===== config.mk =====
export PLATFORM = sky130hd
export DESIGN_NAME = pulse_width_meter_flat
export DESIGN_NICKNAME = d
export VERILOG_FILES = /design/src/rtl/pulse_width_meter_if.sv /design/src/rtl/pulse_width_meter.sv /design/src/flat_wrapper.sv
export SDC_FILE = /design/constraint.sdc
export NUM_CORES = 1
export LEC_CHECK = 0
export CORE_UTILIZATION = 40
export CTS_CLUSTER_DIAMETER = 120
export DETAILED_ROUTE_END_ITERATION = 10
export SYNTH_ARGS = -nofsm -noshare
export SYNTH_HDL_FRONTEND = slang
export SYNTH_SLANG_ARGS = --single-unit

===== constraint.sdc =====
create_clock -name clk -period 3.2 [get_ports clk]
set_input_delay 0.48 -clock clk [delete_from_list [all_inputs] [get_ports clk]]
set_output_delay 0.48 -clock clk [all_outputs]
set_load 0.02 [all_outputs]

===== src/rtl/pulse_width_meter_if.sv =====
// Pulse-width meter signal bundle: measured input, consumer acknowledge and
// the held result with its status flags.
interface pulse_width_meter_if #(
  parameter int CNT_W = 16
);
  logic             in_i;
  logic             ack_i;
  logic [CNT_W-1:0] width_o;
  logic             valid_o;
  logic             overflow_o;
  logic             missed_o;
  logic             busy_o;

  modport master (
    output in_i,
    output ack_i,
    input  width_o,
    input  valid_o,
    input  overflow_o,
    input  missed_o,
    input  busy_o
  );

  modport slave (
    input  in_i,
    input  ack_i,
    output width_o,
    output valid_o,
    output overflow_o,
    output missed_o,
    output busy_o
  );
endinterface


===== src/rtl/pulse_width_meter.sv =====
// Measures the high time of an asynchronous pulse in PRESCALE-cycle ticks and
// holds the result under a valid/ack handshake.
module pulse_width_meter #(
  parameter int PRESCALE  = 1000,
  parameter int CNT_W     = 16,
  parameter int MIN_TICKS = 1
) (
  input  logic              clk,
  input  logic              reset,
  pulse_width_meter_if.slave bus
);

  localparam int PS_W = (PRESCALE > 1) ? $clog2(PRESCALE) : 1;
  localparam logic [PS_W-1:0]  PS_LAST  = PS_W'(PRESCALE - 1);
  localparam logic [PS_W-1:0]  PS_INIT  = PS_W'((PRESCALE == 1) ? 0 : 1);
  localparam logic [CNT_W-1:0] CNT_INIT = CNT_W'((PRESCALE == 1) ? 1 : 0);
  localparam logic [CNT_W-1:0] CNT_MAX  = '1;
  localparam logic [CNT_W:0]   MIN_T    = (CNT_W+1)'(MIN_TICKS);

  typedef enum logic [1:0] {
    IDLE,
    MEASURE,
    HOLD
  } state_e;

  logic            s1_q;
  logic            s2_q;
  logic            p_q;
  logic [1:0]      warm_q;
  logic            rise;
  logic            fall;

  state_e           state_q, state_d;
  logic [PS_W-1:0]  psc_q, psc_d;
  logic [CNT_W-1:0] cnt_q, cnt_d;
  logic             sat_q, sat_d;
  logic [CNT_W-1:0] width_q, width_d;
  logic             ovf_q, ovf_d;
  logic             missed_q, missed_d;

  // Synchronizer and edge detector. The reset zeros in s1/s2 are not real
  // samples, so p stays at 1 until s carries a sampled value; an input held
  // high through reset release therefore never looks like a rising edge.
  always_ff @(posedge clk or posedge reset) begin
    if (reset) begin
      s1_q   <= 1'b0;
      s2_q   <= 1'b0;
      p_q    <= 1'b1;
      warm_q <= 2'b00;
    end else begin
      s1_q   <= bus.in_i;
      s2_q   <= s1_q;
      warm_q <= {warm_q[0], 1'b1};
      p_q    <= warm_q[1] ? s2_q : 1'b1;
    end
  end

  assign rise = warm_q[1] &  s2_q & ~p_q;
  assign fall = warm_q[1] & ~s2_q &  p_q;

  // Measurement FSM state and result registers
  always_ff @(posedge clk or posedge reset) begin
    if (reset) begin
      state_q  <= IDLE;
      psc_q    <= '0;
      cnt_q    <= '0;
      sat_q    <= 1'b0;
      width_q  <= '0;
      ovf_q    <= 1'b0;
      missed_q <= 1'b0;
    end else begin
      state_q  <= state_d;
      psc_q    <= psc_d;
      cnt_q    <= cnt_d;
      sat_q    <= sat_d;
      width_q  <= width_d;
      ovf_q    <= ovf_d;
      missed_q <= missed_d;
    end
  end

  always_comb begin
    state_d  = state_q;
    psc_d    = psc_q;
    cnt_d    = cnt_q;
    sat_d    = sat_q;
    width_d  = width_q;
    ovf_d    = ovf_q;
    missed_d = missed_q;

    case (state_q)
      IDLE: begin
        // The rise cycle is already the first high cycle of the pulse.
        if (rise) begin
          state_d = MEASURE;
          psc_d   = PS_INIT;
          cnt_d   = CNT_INIT;
          sat_d   = 1'b0;
        end
      end

      MEASURE: begin
        if (fall) begin
          if ({1'b0, cnt_q} < MIN_T) begin
            state_d = IDLE;
          end else begin
            width_d = cnt_q;
            ovf_d   = sat_q;
            state_d = HOLD;
          end
        end else if (s2_q) begin
          if (psc_q == PS_LAST) begin
            psc_d = '0;
            if (cnt_q == CNT_MAX) begin
              sat_d = 1'b1;
            end else begin
              cnt_d = cnt_q + 1'b1;
            end
          end else begin
            psc_d = psc_q + 1'b1;
          end
        end
      end

      HOLD: begin
        // ack wins over a simultaneous rise: that pulse is dropped, not flagged.
        if (bus.ack_i) begin
          missed_d = 1'b0;
          state_d  = IDLE;
        end else if (rise) begin
          missed_d = 1'b1;
        end
      end

      default: begin
        state_d = IDLE;
      end
    endcase
  end

  assign bus.width_o    = width_q;
  assign bus.overflow_o = ovf_q;
  assign bus.missed_o   = missed_q;
  assign bus.valid_o    = (state_q == HOLD);
  assign bus.busy_o     = (state_q == MEASURE);

endmodule


===== src/flat_wrapper.sv =====
// flat-port wrapper written by rule: the top's interface ports become plain ports
module pulse_width_meter_flat 
#(
  parameter int PRESCALE  = 1000,
  parameter int CNT_W     = 16,
  parameter int MIN_TICKS = 1
)
  (clk, reset, bus_in_i, bus_ack_i, bus_width_o, bus_valid_o, bus_overflow_o, bus_missed_o, bus_busy_o);
  pulse_width_meter_if #(.CNT_W(CNT_W)) bus_i ();
  input  logic clk;
  input  logic reset;
  input wire logic [$bits(bus_i.in_i)-1:0] bus_in_i;
  input wire logic [$bits(bus_i.ack_i)-1:0] bus_ack_i;
  output wire logic [$bits(bus_i.width_o)-1:0] bus_width_o;
  output wire logic [$bits(bus_i.valid_o)-1:0] bus_valid_o;
  output wire logic [$bits(bus_i.overflow_o)-1:0] bus_overflow_o;
  output wire logic [$bits(bus_i.missed_o)-1:0] bus_missed_o;
  output wire logic [$bits(bus_i.busy_o)-1:0] bus_busy_o;
  assign bus_i.in_i = bus_in_i;
  assign bus_i.ack_i = bus_ack_i;
  assign bus_width_o = bus_i.width_o;
  assign bus_valid_o = bus_i.valid_o;
  assign bus_overflow_o = bus_i.overflow_o;
  assign bus_missed_o = bus_i.missed_o;
  assign bus_busy_o = bus_i.busy_o;
  pulse_width_meter #(.PRESCALE(PRESCALE), .CNT_W(CNT_W), .MIN_TICKS(MIN_TICKS)) u_core (.clk(clk), .reset(reset), .bus(bus_i));
endmodule

# Word level (Yosys, flattened, before mapping)
# Index checks and enable logic that the tools add are counted.
# word_totals
register_bits	52
latch_bits	0
ram_bits	0
rom_bits	0
input_bits	4
out_inout_bits	20
word_cells	67
memories	0
# classes
n_addsub	2
mul	0
div_mod_pow	0
n_lt_le_gt_ge	1
eq_ne	12
shift	0
mux	25
bitwise_logic	7
n_reduce_logical	9
# op_table
cell	n
2-to-1 mux 16 bit	5
2-to-1 mux 10 bit	4
case mux 16 bit (2 select lines)	1
case mux 10 bit (2 select lines)	1
adder 16 x 1 -> 16 bit, second input constant	1
== test 16 bit, second input constant	1
less-than comparator 16 x 1 -> 1 bit, second input constant	1
AND reduction 6 bit	2
adder 10 x 1 -> 10 bit, second input constant	1
== test 10 bit, second input constant	1
inequality test 2 x 1 -> 1 bit, second input constant	5
2-to-1 mux 1 bit	8
2-to-1 mux 2 bit	4
inequality test 2 bit, second input constant	3
case mux 2 bit (3 select lines)	1
AND reduction 3 bit	2
AND 1 bit	4
AND reduction 4 bit	1
nonzero test 2 bit	2
NOT 1 bit	3
== test 2 x 1 -> 1 bit, second input constant	1
== test 2 bit, second input constant	1
logical NOT 2 bit	1
case mux 1 bit (2 select lines)	1
AND reduction 2 bit	1

# Logic depth before layout (Yosys ltp)
# depth
word_depth	6
mapped_depth	8

# Worst setup path after synthesis
# Ideal clock, no wire load.
# synth_timing
kind	register to register
startpoint	reg u_core.cnt_q[0]
endpoint	reg u_core.cnt_q[9]
setup_ns	0.132
arrival_ns	1.614
required_time_ns	3.068
setup_slack_ns	1.453
stages_incl_launch_ff	7
path_buffers	0
period_less_slack_ns	1.747
cell_sequence	dfrtp_1 ha_1 nand4_1 nor4_1 nor3_1 o31ai_1 o31ai_1
# synth_between
elab_chain_len	6
word_cells_on_any_way	9
classes_between	add/sub: 1; eq/ne: 2; mux: 5; reduce/logical: 1
# synth_rtl
element	line	text
from (decl)	pulse_width_meter.sv:35	logic [CNT_W-1:0] cnt_q, cnt_d;
from (signal assigned)	pulse_width_meter.sv:74	cnt_q <= cnt_d;
adder 16 x 1 -> 16 bit	pulse_width_meter.sv:117	cnt_d = cnt_q + 1'b1;
2-to-1 mux 16 bit	pulse_width_meter.sv:114	if (cnt_q == CNT_MAX) begin
2-to-1 mux 16 bit	pulse_width_meter.sv:112	if (psc_q == PS_LAST) begin
2-to-1 mux 16 bit	pulse_width_meter.sv:111	end else if (s2_q) begin
2-to-1 mux 16 bit	pulse_width_meter.sv:103	if (fall) begin
case mux 16 bit (2 select lines)	pulse_width_meter.sv:91	case (state_q)
# Parallel ways exist; a longest one is shown, timed or not. The select of a mux whose other input is x is not followed.
# A chain may end at the register's enable or synchronous reset.

# Worst setup path after layout
# layout_timing
startpoint	reg u_core.cnt_q[1]
endpoint	reg u_core.width_q[12], in the netlist u_core.bus.width_o[12]
# layout_between
elab_chain_len	3
# layout_rtl
element	line	text
less-than comparator 16 x 1 -> 1 bit	pulse_width_meter.sv:104	if ({1'b0, cnt_q} < MIN_T) begin
NOT 1 bit (no line)	-	
AND reduction 3 bit (no line)	-	
to (signal assigned)	pulse_width_meter.sv:76	width_q <= width_d;
to (decl)	pulse_width_meter.sv:37	logic [CNT_W-1:0] width_q, width_d;
# No other way between the ends.

==> metrics.txt <==
status complete, no violations; Crit Path Max Fanout 11; RR Startpoint u_core.cnt_q[1]$_DFFE_PP0P_; Routed WL roughly 5300 µm; root buf cell clkbuf_8; Top Layer Used met4; worst skew pair latency about 300 ps; Port Buffers 23; FMAX between 400 and 500 MHz; critical path's slowest cell dfrtp_1; Crit. End Element flop; Top FF cell, synth dfrtp_1; Die Area approximately 6700 µm²; setup TNS 0 ps; FFs w/ async S/R, synth 100%; DRC 0; R2R Setup Slk 940 ps; Reg2Reg Capture Point u_core.bus.width_o[12]$_DFFE_PP0P_; Final period util about 71%; max incr delay on CP between 400 and 500 ps; Metal-1 WL ~2700 µm; DP Area about 2800 µm²; grt ovf 0; Initial Utilization a little over two fifths; worst-case reg-to-reg path depth 7; worst path required time 3390 ps; WL/cell 15.5 µm; startpoint types flop; min cycle time layout ~2300 ps; Synth area leaders dfrtp_1, mux2_2, o31ai_1; Worst-path clk slew ~90 ps; share of cells above drive strength 1 a little over an eighth; fill count approximately 580; post-synthesis sequential area ratio between 50% and 60%; initial antenna violation count 0; placer's final routability congestion estimate 0.834; Setup Buffers After CTS 0; largest net degree at the start of global routing 43; TritonCTS clock tree built; post-cts sizing count 0; RSZ-0062 raised after global routing no; worst-path cell chain inv_1, ha_1, nor4b_1, nand4_1, nand3_1, buf_4, mux2_2; DRT iter0 DRCs between 80 and 90; post-DP HPWL approximately 3700 µm; leakage power between 1 and 1.5 nW; synth warn 0; wire length on met3 between 150 and 200 µm; P per Cell Area just over 400 nW/µm²; antenna cells 0; Final setup violation count 0; Synth Register Bits between 50 and 60; first-pass GRT wire length 8990 µm; Area Growth Syn to Fin 14.5%; height of the chip 81.7 µm; total track usage between 10% and 20%; hold-critical path depth 0; Detail Route met2 WL about 2400 µm; Vias between 1500 and 2000; Hold Buf Count CTS 0; clock sinks 52; CP arrival approximately 2500 ps; max_cap viols 0; count of final hold-check violations 0; EDFF count, synth 0; antenna-violating nets left 0; Inserted Clock Buffers 5; core box area ~6000 µm²; post-route cell area about 2900 µm²; syn nets 253; Worst Skew between 2 and 3 ps; mapped cell area between 2000 and 3000 µm²; Hold EP u_core.warm_q[1]$_DFF_PP0_; post-synthesis cell count around 250; number of global-route vias before repair ~1800; maximum vdd drop 0.000211 V; Worst Hold Launch u_core.warm_q[0]$_DFF_PP0_; syn avg cell area approximately 10 µm²; die span in x between 80 and 90 µm; post-synth top area share about half; H-Tree Depth 2; post-synth cell types 52; CP Class reg2reg; top-level I/O count 24; Slew @ Worst Pin between 700 and 800 ps; leading area contributor after synthesis dfrtp_1; Slew headroom between 40% and 50%; Cell Rows 28; detailed-router iteration count before antenna repair 4; Longest Clk Path Bufs 2; Nets between 200 and 300; max-slew violation count 0; Worst path top cell family by delay simple AND/OR/NAND/NOR gates; Hold WC Path Type reg2reg; routed vias/inst 5.61; Buf/Inv on CP 2
[Yosys cell counts, types with 3 or more instances]
cell type and number:
dfrtp_1 51, and3_1 4, nor3_1 5, mux2_2 14
buf_2 9, nand3_1 12, nand2_1 17, ha_1 3
nor2_1 18, o21ai_0 15, nand2b_1 4, o31ai_1 14
nor4_1 3, xor2_1 5, a21oi_1 11, inv_1 11
a31oi_1 3, nand4_1 7
[kinds of logic (layout without fill, tap and decap cells)]
logic type / count (synthesis) / after routing / share of synthesized area (%)
buf+inv: 24 / 45 / 4.33
mux: 14 / 14 / 6.20
simple gates: 87 / 87 / 19.2
other cells: 1 / 1 / 0.147
fa+ha+maj: 3 / 3 / 1.48
compound gates: 59 / 59 / 15.3
flops: 52 / 52 / 51.2
xor+xnor: 6 / 6 / 2.07
[power breakdown]
| part | internal (mW) | leakage [nW] | switching, mW | total, mW |
|---|---|---|---|---|
| logic | 0.0423 | 0.506 | 0.0736 | 0.116 |
| registers | 0.678 | 0.707 | 0.0187 | 0.696 |
| clock network | 0.177 | 0.0455 | 0.206 | 0.382 |
| total | 0.897 | 1.26 | 0.298 | 1.19 |
[worst max path at each step]
stage                                           start  cells after the start                                  to
after global routing      u_core.cnt_q[0]$_DFFE_PP0P_                      7  u_core.bus.width_o[12]$_DFFE_PP0P_
final                     u_core.cnt_q[1]$_DFFE_PP0P_                      7  u_core.bus.width_o[12]$_DFFE_PP0P_
after CTS                 u_core.cnt_q[0]$_DFFE_PP0P_                      7  u_core.bus.width_o[12]$_DFFE_PP0P_
after global placement    u_core.cnt_q[1]$_DFFE_PP0P_                      7   u_core.bus.width_o[9]$_DFFE_PP0P_
after floorplan           u_core.cnt_q[0]$_DFFE_PP0P_                      6         u_core.cnt_q[9]$_DFFE_PP0P_
after detailed placement  u_core.cnt_q[0]$_DFFE_PP0P_                      7  u_core.bus.width_o[12]$_DFFE_PP0P_
[layout make-up]
class,count,area [µm²],area share (%)
repair buffers,26,253,8.68
well taps,75,93.8,3.22
multi-input cells,170,1130,38.8
clock buffers,8,90.1,3.10
inverters,11,41.3,1.42
flip-flops and latches,52,1300,44.8
[state kept, by name (all words and copies together), names as in the netlist]
signal / count
u_core.bus.missed_o: 1
u_core.bus.overflow_o: 1
u_core.bus.width_o: 16
u_core.cnt_q: 16
u_core.p_q: 1
u_core.psc_q: 10
u_core.s1_q: 1
u_core.s2_q: 1
u_core.sat_q: 1
u_core.state_q: 2
u_core.warm_q: 2
[per-stage QoR]
| stage | setup slack (ps) | power (mW) | hold WS [ps] | std cells | util, % |
|---|---|---|---|---|---|
| 3_3_place_gp | 1030 | 0.823 | 332 | 334 | 46.8 |
| 2_1_floorplan | 1450 | 0.790 | 331 | 246 | - |
| 6_report | 938 | 1.19 | 353 | 342 | 48.3 |
| 5_1_grt | 814 | 1.25 | 361 | 342 | 48.3 |
| 3_5_place_dp | 934 | 0.826 | 336 | 334 | 46.8 |
| 4_1_cts | 926 | 1.21 | 357 | 342 | 48.3 |
[routing by layer]
layer | global-route usage [%] | vias to the layer above
met5 | 0 | -
met4 | 6.32 | 0
met3 | 4.00 | 6
met2 | 26.1 | 38
met1 | 26.4 | 939
li1 | - | 935
[placed cells by master (no fill, tap or decap), types with 2 or more instances in the layout]
master / netlist / routed
a21oi_1: 11 / 11
inv_1: 11 / 10
nand3_2: 2 / 2
or2_2: 2 / 2
nand3_1: 12 / 12
dfrtp_1: 51 / 51
clkbuf_8: 0 / 6
a211oi_1: 2 / 2
o31ai_1: 14 / 14
nand4_1: 7 / 7
o21ai_0: 15 / 15
nand2_1: 17 / 17
a31oi_1: 3 / 3
buf_4: 1 / 3
ha_1: 3 / 3
o21ai_1: 2 / 2
xor2_1: 5 / 5
and3_1: 4 / 4
nor2_1: 18 / 18
clkdlybuf4s50_1: 0 / 23
nor3_1: 5 / 5
or4_1: 2 / 2
clkbuf_1: 0 / 2
nand4b_1: 2 / 2
mux2_2: 14 / 14
nand2b_1: 4 / 4
nor4_1: 3 / 3
No activity file was read; power rests on OpenSTA's default activity.
